$ cat config.mk
export PLATFORM = sky130hd
export DESIGN_NAME = fetch_seq
export DESIGN_NICKNAME = d
export VERILOG_FILES = /design/src/rtl/fetch_pkg.sv /design/src/rtl/fetch_ras.sv /design/src/rtl/fetch_seq.sv
export SDC_FILE = /design/constraint.sdc
export NUM_CORES = 1
export LEC_CHECK = 0
export BUFFER_PORTS_ARGS = -buffer_cell sky130_fd_sc_hd__buf_2
export CORE_MARGIN = 1.5
export CORE_UTILIZATION = 50
export CTS_CLUSTER_DIAMETER = 120
export DETAILED_ROUTE_END_ITERATION = 10
export PLACE_DENSITY = 0.83
export RECOVER_POWER = 100
export SYNTH_ARGS = -nofsm -noshare
export SYNTH_HDL_FRONTEND = slang
export SYNTH_HIERARCHICAL = 1
export SYNTH_SLANG_ARGS = --single-unit
$ cat constraint.sdc
create_clock -name clk -period 3.55 [get_ports clk]
set_input_delay 0.71 -clock clk [delete_from_list [all_inputs] [get_ports clk]]
set_output_delay 0.71 -clock clk [all_outputs]
set_load 0.02 [all_outputs]
$ cat src/rtl/fetch_pkg.sv
// fetch_pkg: shared types and defaults for the instruction-fetch PC sequencer.
//   fetch_state_e : run state reported on state_o (IDLE=0, RUN=1, HALT=2)
//   fetch_src_e   : which source feeds the next PC (debug visibility)
//   FETCH_PC_W, FETCH_RAS_DEPTH : default parameter values
package fetch_pkg;

  localparam int FETCH_PC_W      = 8;
  localparam int FETCH_RAS_DEPTH = 4;

  typedef enum logic [1:0] {
    IDLE = 2'd0,
    RUN  = 2'd1,
    HALT = 2'd2
  } fetch_state_e;

  typedef enum logic [2:0] {
    SRC_HOLD   = 3'd0,
    SRC_START  = 3'd1,
    SRC_RET    = 3'd2,
    SRC_CALL   = 3'd3,
    SRC_BRANCH = 3'd4,
    SRC_INC    = 3'd5
  } fetch_src_e;

endpackage

$ cat src/rtl/fetch_ras.sv
// fetch_ras: circular return-address stack.
//   clk, rst       : clock, synchronous active-high reset
//   clear          : empty the stack (start of a new program)
//   push/push_data : push an address; on a full stack the oldest entry is overwritten
//   pop            : discard the top entry; popping an empty stack only flags underflow
//   top            : current top entry (valid when !empty)
//   empty, full    : occupancy status
//   overflow/underflow : registered one-cycle pulses after the offending push/pop
module fetch_ras
  import fetch_pkg::*;
#(
  parameter int PC_W      = FETCH_PC_W,
  parameter int RAS_DEPTH = FETCH_RAS_DEPTH
) (
  input  logic            clk,
  input  logic            rst,
  input  logic            clear,
  input  logic            push,
  input  logic            pop,
  input  logic [PC_W-1:0] push_data,
  output logic [PC_W-1:0] top,
  output logic            empty,
  output logic            full,
  output logic            overflow,
  output logic            underflow
);

  localparam int AW = $clog2(RAS_DEPTH);
  localparam int CW = AW + 1;
  localparam logic [AW-1:0] PTR_ONE  = AW'(1);
  localparam logic [CW-1:0] CNT_ONE  = CW'(1);
  localparam logic [CW-1:0] CNT_FULL = CW'(RAS_DEPTH);

  logic [PC_W-1:0] mem [RAS_DEPTH];
  // ptr_p0 is the next free slot; with a full stack it also points at the oldest entry
  logic [AW-1:0]   ptr_p0;
  logic [CW-1:0]   cnt_p0;

  assign empty = (cnt_p0 == '0);
  assign full  = (cnt_p0 == CNT_FULL);
  assign top   = mem[ptr_p0 - PTR_ONE];

  // ---- stage p0: stack pointer, occupancy and flags ----
  always_ff @(posedge clk) begin
    if (rst) begin
      ptr_p0    <= '0;
      cnt_p0    <= '0;
      overflow  <= 1'b0;
      underflow <= 1'b0;
    end else begin
      overflow  <= push && full && !clear;
      underflow <= pop && !push && empty && !clear;
      if (clear) begin
        ptr_p0 <= '0;
        cnt_p0 <= '0;
      end else if (push) begin
        ptr_p0 <= ptr_p0 + PTR_ONE;
        if (!full) cnt_p0 <= cnt_p0 + CNT_ONE;
      end else if (pop && !empty) begin
        ptr_p0 <= ptr_p0 - PTR_ONE;
        cnt_p0 <= cnt_p0 - CNT_ONE;
      end
    end
  end

  always_ff @(posedge clk) begin
    if (push && !clear) mem[ptr_p0] <= push_data;
  end

endmodule

$ cat src/rtl/fetch_seq.sv
// fetch_seq: program-counter sequencer for the instruction fetch stage.
// Optional feature macro: FETCH_RAS_EN (builds the return-address stack for
// call/return; without it call_i acts as branch_i and ret_i is ignored).
//   clk, rst            : clock, synchronous active-high reset
//   start_i/start_address_i : load a start address and enter RUN (highest priority)
//   stall_i             : hold the PC while running
//   halt_i              : stop fetching, enter HALT
//   branch_i/branch_abs_i/branch_target_i : absolute or PC-relative redirect
//   call_i, ret_i       : call (push pc+1) and return (pop)
//   pc_o, valid_o       : registered fetch address and its qualifier
//   state_o             : IDLE=0, RUN=1, HALT=2
//   ras_overflow_o/ras_underflow_o : one-cycle RAS error pulses
module fetch_seq
  import fetch_pkg::*;
#(
  parameter int PC_W      = FETCH_PC_W,
  parameter int RAS_DEPTH = FETCH_RAS_DEPTH
) (
  input  logic            clk,
  input  logic            rst,
  input  logic            start_i,
  input  logic [PC_W-1:0] start_address_i,
  input  logic            stall_i,
  input  logic            halt_i,
  input  logic            branch_i,
  input  logic            branch_abs_i,
  input  logic [PC_W-1:0] branch_target_i,
  input  logic            call_i,
  input  logic            ret_i,
  output logic [PC_W-1:0] pc_o,
  output logic            valid_o,
  output logic [1:0]      state_o,
  output logic            ras_overflow_o,
  output logic            ras_underflow_o
);

  localparam logic [PC_W-1:0] PC_ONE = PC_W'(1);

  // Offset is two's complement; the sum wraps modulo 2^PC_W.
  function automatic logic [PC_W-1:0] pc_rel(input logic [PC_W-1:0]        base,
                                             input logic signed [PC_W-1:0] off);
    logic signed [PC_W:0] sum;
    sum = $signed({1'b0, base}) + $signed({off[PC_W-1], off});
    return sum[PC_W-1:0];
  endfunction

  fetch_state_e    state_p0, state_nxt;
  logic [PC_W-1:0] pc_p0, pc_nxt;
  logic [PC_W-1:0] br_tgt;
  fetch_src_e      src;

`ifdef FETCH_RAS_EN
  logic            ras_push, ras_pop, ras_empty;
  logic            ras_full_unused;
  logic [PC_W-1:0] ras_top;
`else
  logic            unused_ret;
  assign unused_ret = ret_i;
`endif

  always_comb begin
    state_nxt = state_p0;
    src       = SRC_HOLD;
`ifdef FETCH_RAS_EN
    ras_push  = 1'b0;
    ras_pop   = 1'b0;
`endif
    if (start_i) begin
      state_nxt = RUN;
      src       = SRC_START;
    end else if (state_p0 == RUN && !stall_i) begin
      if (halt_i) begin
        state_nxt = HALT;
`ifdef FETCH_RAS_EN
      end else if (ret_i) begin
        // an empty stack falls back to sequential fetch
        ras_pop = 1'b1;
        src     = ras_empty ? SRC_INC : SRC_RET;
      end else if (call_i) begin
        ras_push = 1'b1;
        src      = SRC_CALL;
`else
      end else if (call_i) begin
        src = SRC_BRANCH;
`endif
      end else if (branch_i) begin
        src = SRC_BRANCH;
      end else begin
        src = SRC_INC;
      end
    end
  end

  assign br_tgt = branch_abs_i ? branch_target_i : pc_rel(pc_p0, branch_target_i);

  always_comb begin
    pc_nxt = pc_p0;
    case (src)
      SRC_START:           pc_nxt = start_address_i;
`ifdef FETCH_RAS_EN
      SRC_RET:             pc_nxt = ras_top;
`endif
      SRC_CALL, SRC_BRANCH: pc_nxt = br_tgt;
      SRC_INC:             pc_nxt = pc_p0 + PC_ONE;
      default:             pc_nxt = pc_p0;
    endcase
  end

  // ---- stage p0: run state and PC register ----
  always_ff @(posedge clk) begin
    if (rst) begin
      state_p0 <= IDLE;
      pc_p0    <= '0;
    end else begin
      state_p0 <= state_nxt;
      pc_p0    <= pc_nxt;
    end
  end

  assign pc_o    = pc_p0;
  assign valid_o = (state_p0 == RUN);
  assign state_o = state_p0;

`ifdef FETCH_RAS_EN
  fetch_ras #(
    .PC_W      (PC_W),
    .RAS_DEPTH (RAS_DEPTH)
  ) u_ras (
    .clk       (clk),
    .rst       (rst),
    .clear     (start_i),
    .push      (ras_push),
    .pop       (ras_pop),
    .push_data (pc_p0 + PC_ONE),
    .top       (ras_top),
    .empty     (ras_empty),
    .full      (ras_full_unused),
    .overflow  (ras_overflow_o),
    .underflow (ras_underflow_o)
  );
`else
  assign ras_overflow_o  = 1'b0;
  assign ras_underflow_o = 1'b0;
`endif

endmodule

==> run_results.csv <==
group,metric,value,unit
die,initial_core_util,54.63,%
global_route,grt_usage,22.58,%
worst_setup_path,rrSetupSlack,1.20,ns
clocking,cts.sinks,10,
worst_setup_path,path_class,"input port to flip-flop",
worst_setup_path,startpoint_type,"input port",
worst_setup_path,cp_top_family,"compound AO/OA/AOI/OAI gates",
min_path,holdPathEnd,"state_o[0]",
power,ir_worst_vdd,0.2542,mV
global_route,antenna_found_initial,0,
routing,dr.pass1.iters,4,
synthesis,synthTopCellsByArea,"dfxtp_1 18%, ha_1 9.2%, a21oi_1 6.4%, o21ai_0 4.1%, nand2_1 3.8%",
synthesis,syn_area,0.001094,mm^2
clocking,cts_hold_buf,0,
routing,via_per_inst,5.721,
global_route,grt_overflow,0,
place,place_congestion,0.8049,
sta,fin_skew,0.001992,ns
worst_setup_path,crit_required,3.73,ns
cells_and_area,final_area,0.001239,mm^2
cells_and_area,syn2layout_area_growth,13.27,%
synthesis,synth_cells,143,
routing,drt-initial-drc-count,21,
cells_and_area,multi_input_area,782.0,um^2
die,dieWidth,49.77,um
clocking,clk_pin_slew,0.07,ns
synthesis,synth-seq-area-share,18.31,%
clocking,numCtsBuffers,3,
routing,wl_per_cell,12.81,um
worst_setup_path,crit_arrival,2.57,ns
clocking,cts-root-buf,"clkbuf_4",
sta,drv_slew,0,
die,die_area,0.002477,mm^2
worst_setup_path,r2r-start,"pc_o[0]",
power,leakage,0.4912,nW
global_route,grtUsageMet3,5.455,%
routing,via_count,1150,
synthesis,synth_top_area_share,18.31,%
synthesis,synth_top_flop_cell,"dfxtp_1",
sta,fmax,418.6,MHz
cells_and_area,register_area,200.2,um^2
sta,rsz0062_at_grt,"no",
global_route,grt-busiest-layer,"met2",
cells_and_area,layout-drive-gt1-share,18.39,%
sta,setup_viol,0,
status,outcome,"finished clean",
flow_run,maxCapViolations,0,
synthesis,synth_edf_count,0,
sta,fin_hold_ws,0.5641,ns
die,row_count,16,
global_route,grt_pass1_wl,4416,um
place,dp_hpwl,1976,um
synthesis,synth_cell_types,49,
sta,tns,0,ns
clocking,clk_latency,0.27,ns
clocking,h-tree-depth,1,
cells_and_area,nFillCells,210,
power,power,0.3583,mW
clocking,cts_tree,"done",
global_route,grt_pass1_vias,1029,
global_route,grt_use_met2,40.67,%
place,dpl_cell_area,0.001224,mm^2
worst_setup_path,max_stage_delay,0.40,ns
die,ios,38,
clocking,max-clock-path-buffers,2,
worst_setup_path,crit_chain,"clkbuf_1 -> ha_1 -> inv_1 -> fa_1 -> nor2b_1 -> o21ai_0 -> o22ai_1 -> mux2i_1 -> o31ai_1 -> a221oi_1",
sta,fin_crit,2.389,ns
min_path,hold_class,"flip-flop to flip-flop",
clocking,postCtsSetupBuffers,0,
global_route,use_met1,26.97,%
cells_and_area,fin_nets,209,
worst_setup_path,cp.depth,10,
routing,drcViolationCount,0,
place,io_buffer_count,34,
sta,fin_crit_sh,67.29,%
min_path,holdPathStages,2,
die,coreArea,0.002002,mm^2
synthesis,async_flop_share,0,%
min_path,worst_hold_startpoint,"state_o[0]",
worst_setup_path,r2r_end,"pc_o[6]",
worst_setup_path,cp-end-kind,"flip-flop",
worst_setup_path,slowest_stage,"fa_1",
sta,slew_headroom,41.96,%
synthesis,ys_warn_count,6,
power,p_per_area,289.2,mW/mm^2
synthesis,synth_top_cell_by_area,"dfxtp_1",
global_route,grt_max_degree,20,
synthesis,syn_area_per_cell,7.647,um^2
routing,routed_wl,2574,um
worst_setup_path,path_buf_inv,2,
cells_and_area,n_antenna_cell,0,
routing,ant_nets,0,
worst_setup_path,critPathMaxFanout,3,
clocking,cts_resized,0,
sta,hold_violations,0,
worst_setup_path,reg2reg_depth,9,
sta,worstMarginPinSlew,0.8585,ns
synthesis,ys_ff_latch,10,
die,die_y,49.77,um
-- cell type report --
type	instances	area share, %
Inverter	9	2.727
Timing Repair Buffer	34	12.32
Clock buffer	4	2.929
Tap cell	27	2.727
Sequential cell	10	16.16
Multi-Input combinational cell	117	63.13
-- flip-flops by register name, indices dropped and copies added (netlist names) --
register and cells:
pc_o 8, state_o 2
-- report_power, final --
part / total, mW / switching (mW) / internal (mW)
Sequential: 0.131 / 0.0120 / 0.119
Clock: 0.107 / 0.0447 / 0.0624
Combinational: 0.120 / 0.0691 / 0.0508
-- metrics by stage --
stage	utilization, %	std cells	setup WS, ns
2_1_floorplan	-	144	1.293
3_3_place_gp	61.12	197	1.015
3_5_place_dp	61.12	197	0.9348
4_1_cts	62.94	201	1.172
5_1_grt	61.88	201	0.9388
6_report	61.88	201	1.161
-- worst max path at each step --
stage / startpoint / to / slack [ns]
after floorplan: branch_target_i[0] / pc_o[6] / 1.29
after global placement: branch_target_i[0] / pc_o[6] / 1.02
after detailed placement: branch_target_i[0] / pc_o[6] / 0.93
after CTS: branch_target_i[0] / pc_o[6] / 1.17
after global routing: branch_target_i[0] / pc_o[6] / 0.94
final: branch_target_i[0] / pc_o[6] / 1.16
-- layout by cell type, fill, tap and decap left out, types with 5 or more instances in the layout --
cell type  netlist  layout
nand3_1          5       5
ha_1             8       8
nand2_1         11      11
nor3_1           5       5
buf_2            1      20
nor2_1          11      11
o21ai_0          9       9
clkbuf_1         0      14
inv_1            9       9
dfxtp_1         10      10
a21oi_1         14      14
-- logic make-up (layout without fill, tap and decap cells) --
family / Yosys count / in the layout / synth area share (%)
fa+ha+maj: 9 / 9 / 10.98
simple gates: 52 / 52 / 26.66
flops: 10 / 10 / 18.31
compound gates: 45 / 45 / 25.63
other cells: 1 / 2 / 0.3429
xor+xnor: 5 / 5 / 4.005
buf+inv: 17 / 47 / 10.18
mux: 4 / 4 / 3.890
-- worst min-delay path: stages (launching register included) --
cell and delay [ns]:
dfxtp_1 0.35, a21oi_1 0.13, nor2_1 0.04
-- Yosys cell counts, types with 2 or more instances --
| library cell | instances |
|---|---|
| nand2_1 | 11 |
| nand3_1 | 5 |
| nor3_1 | 5 |
| ha_1 | 8 |
| xor2_1 | 2 |
| o211ai_1 | 3 |
| buf_4 | 3 |
| a21oi_1 | 14 |
| o21ai_0 | 9 |
| xnor2_1 | 3 |
| inv_1 | 9 |
| buf_6 | 2 |
| a31oi_1 | 3 |
| dfxtp_1 | 10 |
| mux2_2 | 2 |
| or2_2 | 2 |
| clkbuf_8 | 2 |
| a221oi_1 | 3 |
| o31ai_1 | 2 |
| a211oi_1 | 2 |
| nor3b_1 | 2 |
| nor2b_1 | 3 |
| nor2_1 | 11 |
| mux2i_1 | 2 |
-- routing by layer --
metal  vias to the layer above  wire, um
li1                        583         -
met5                         -         0
met4                         0         0
met2                        41      1250
met3                         0       143
met1                       526      1180
(Power assumes the default switching activity.)
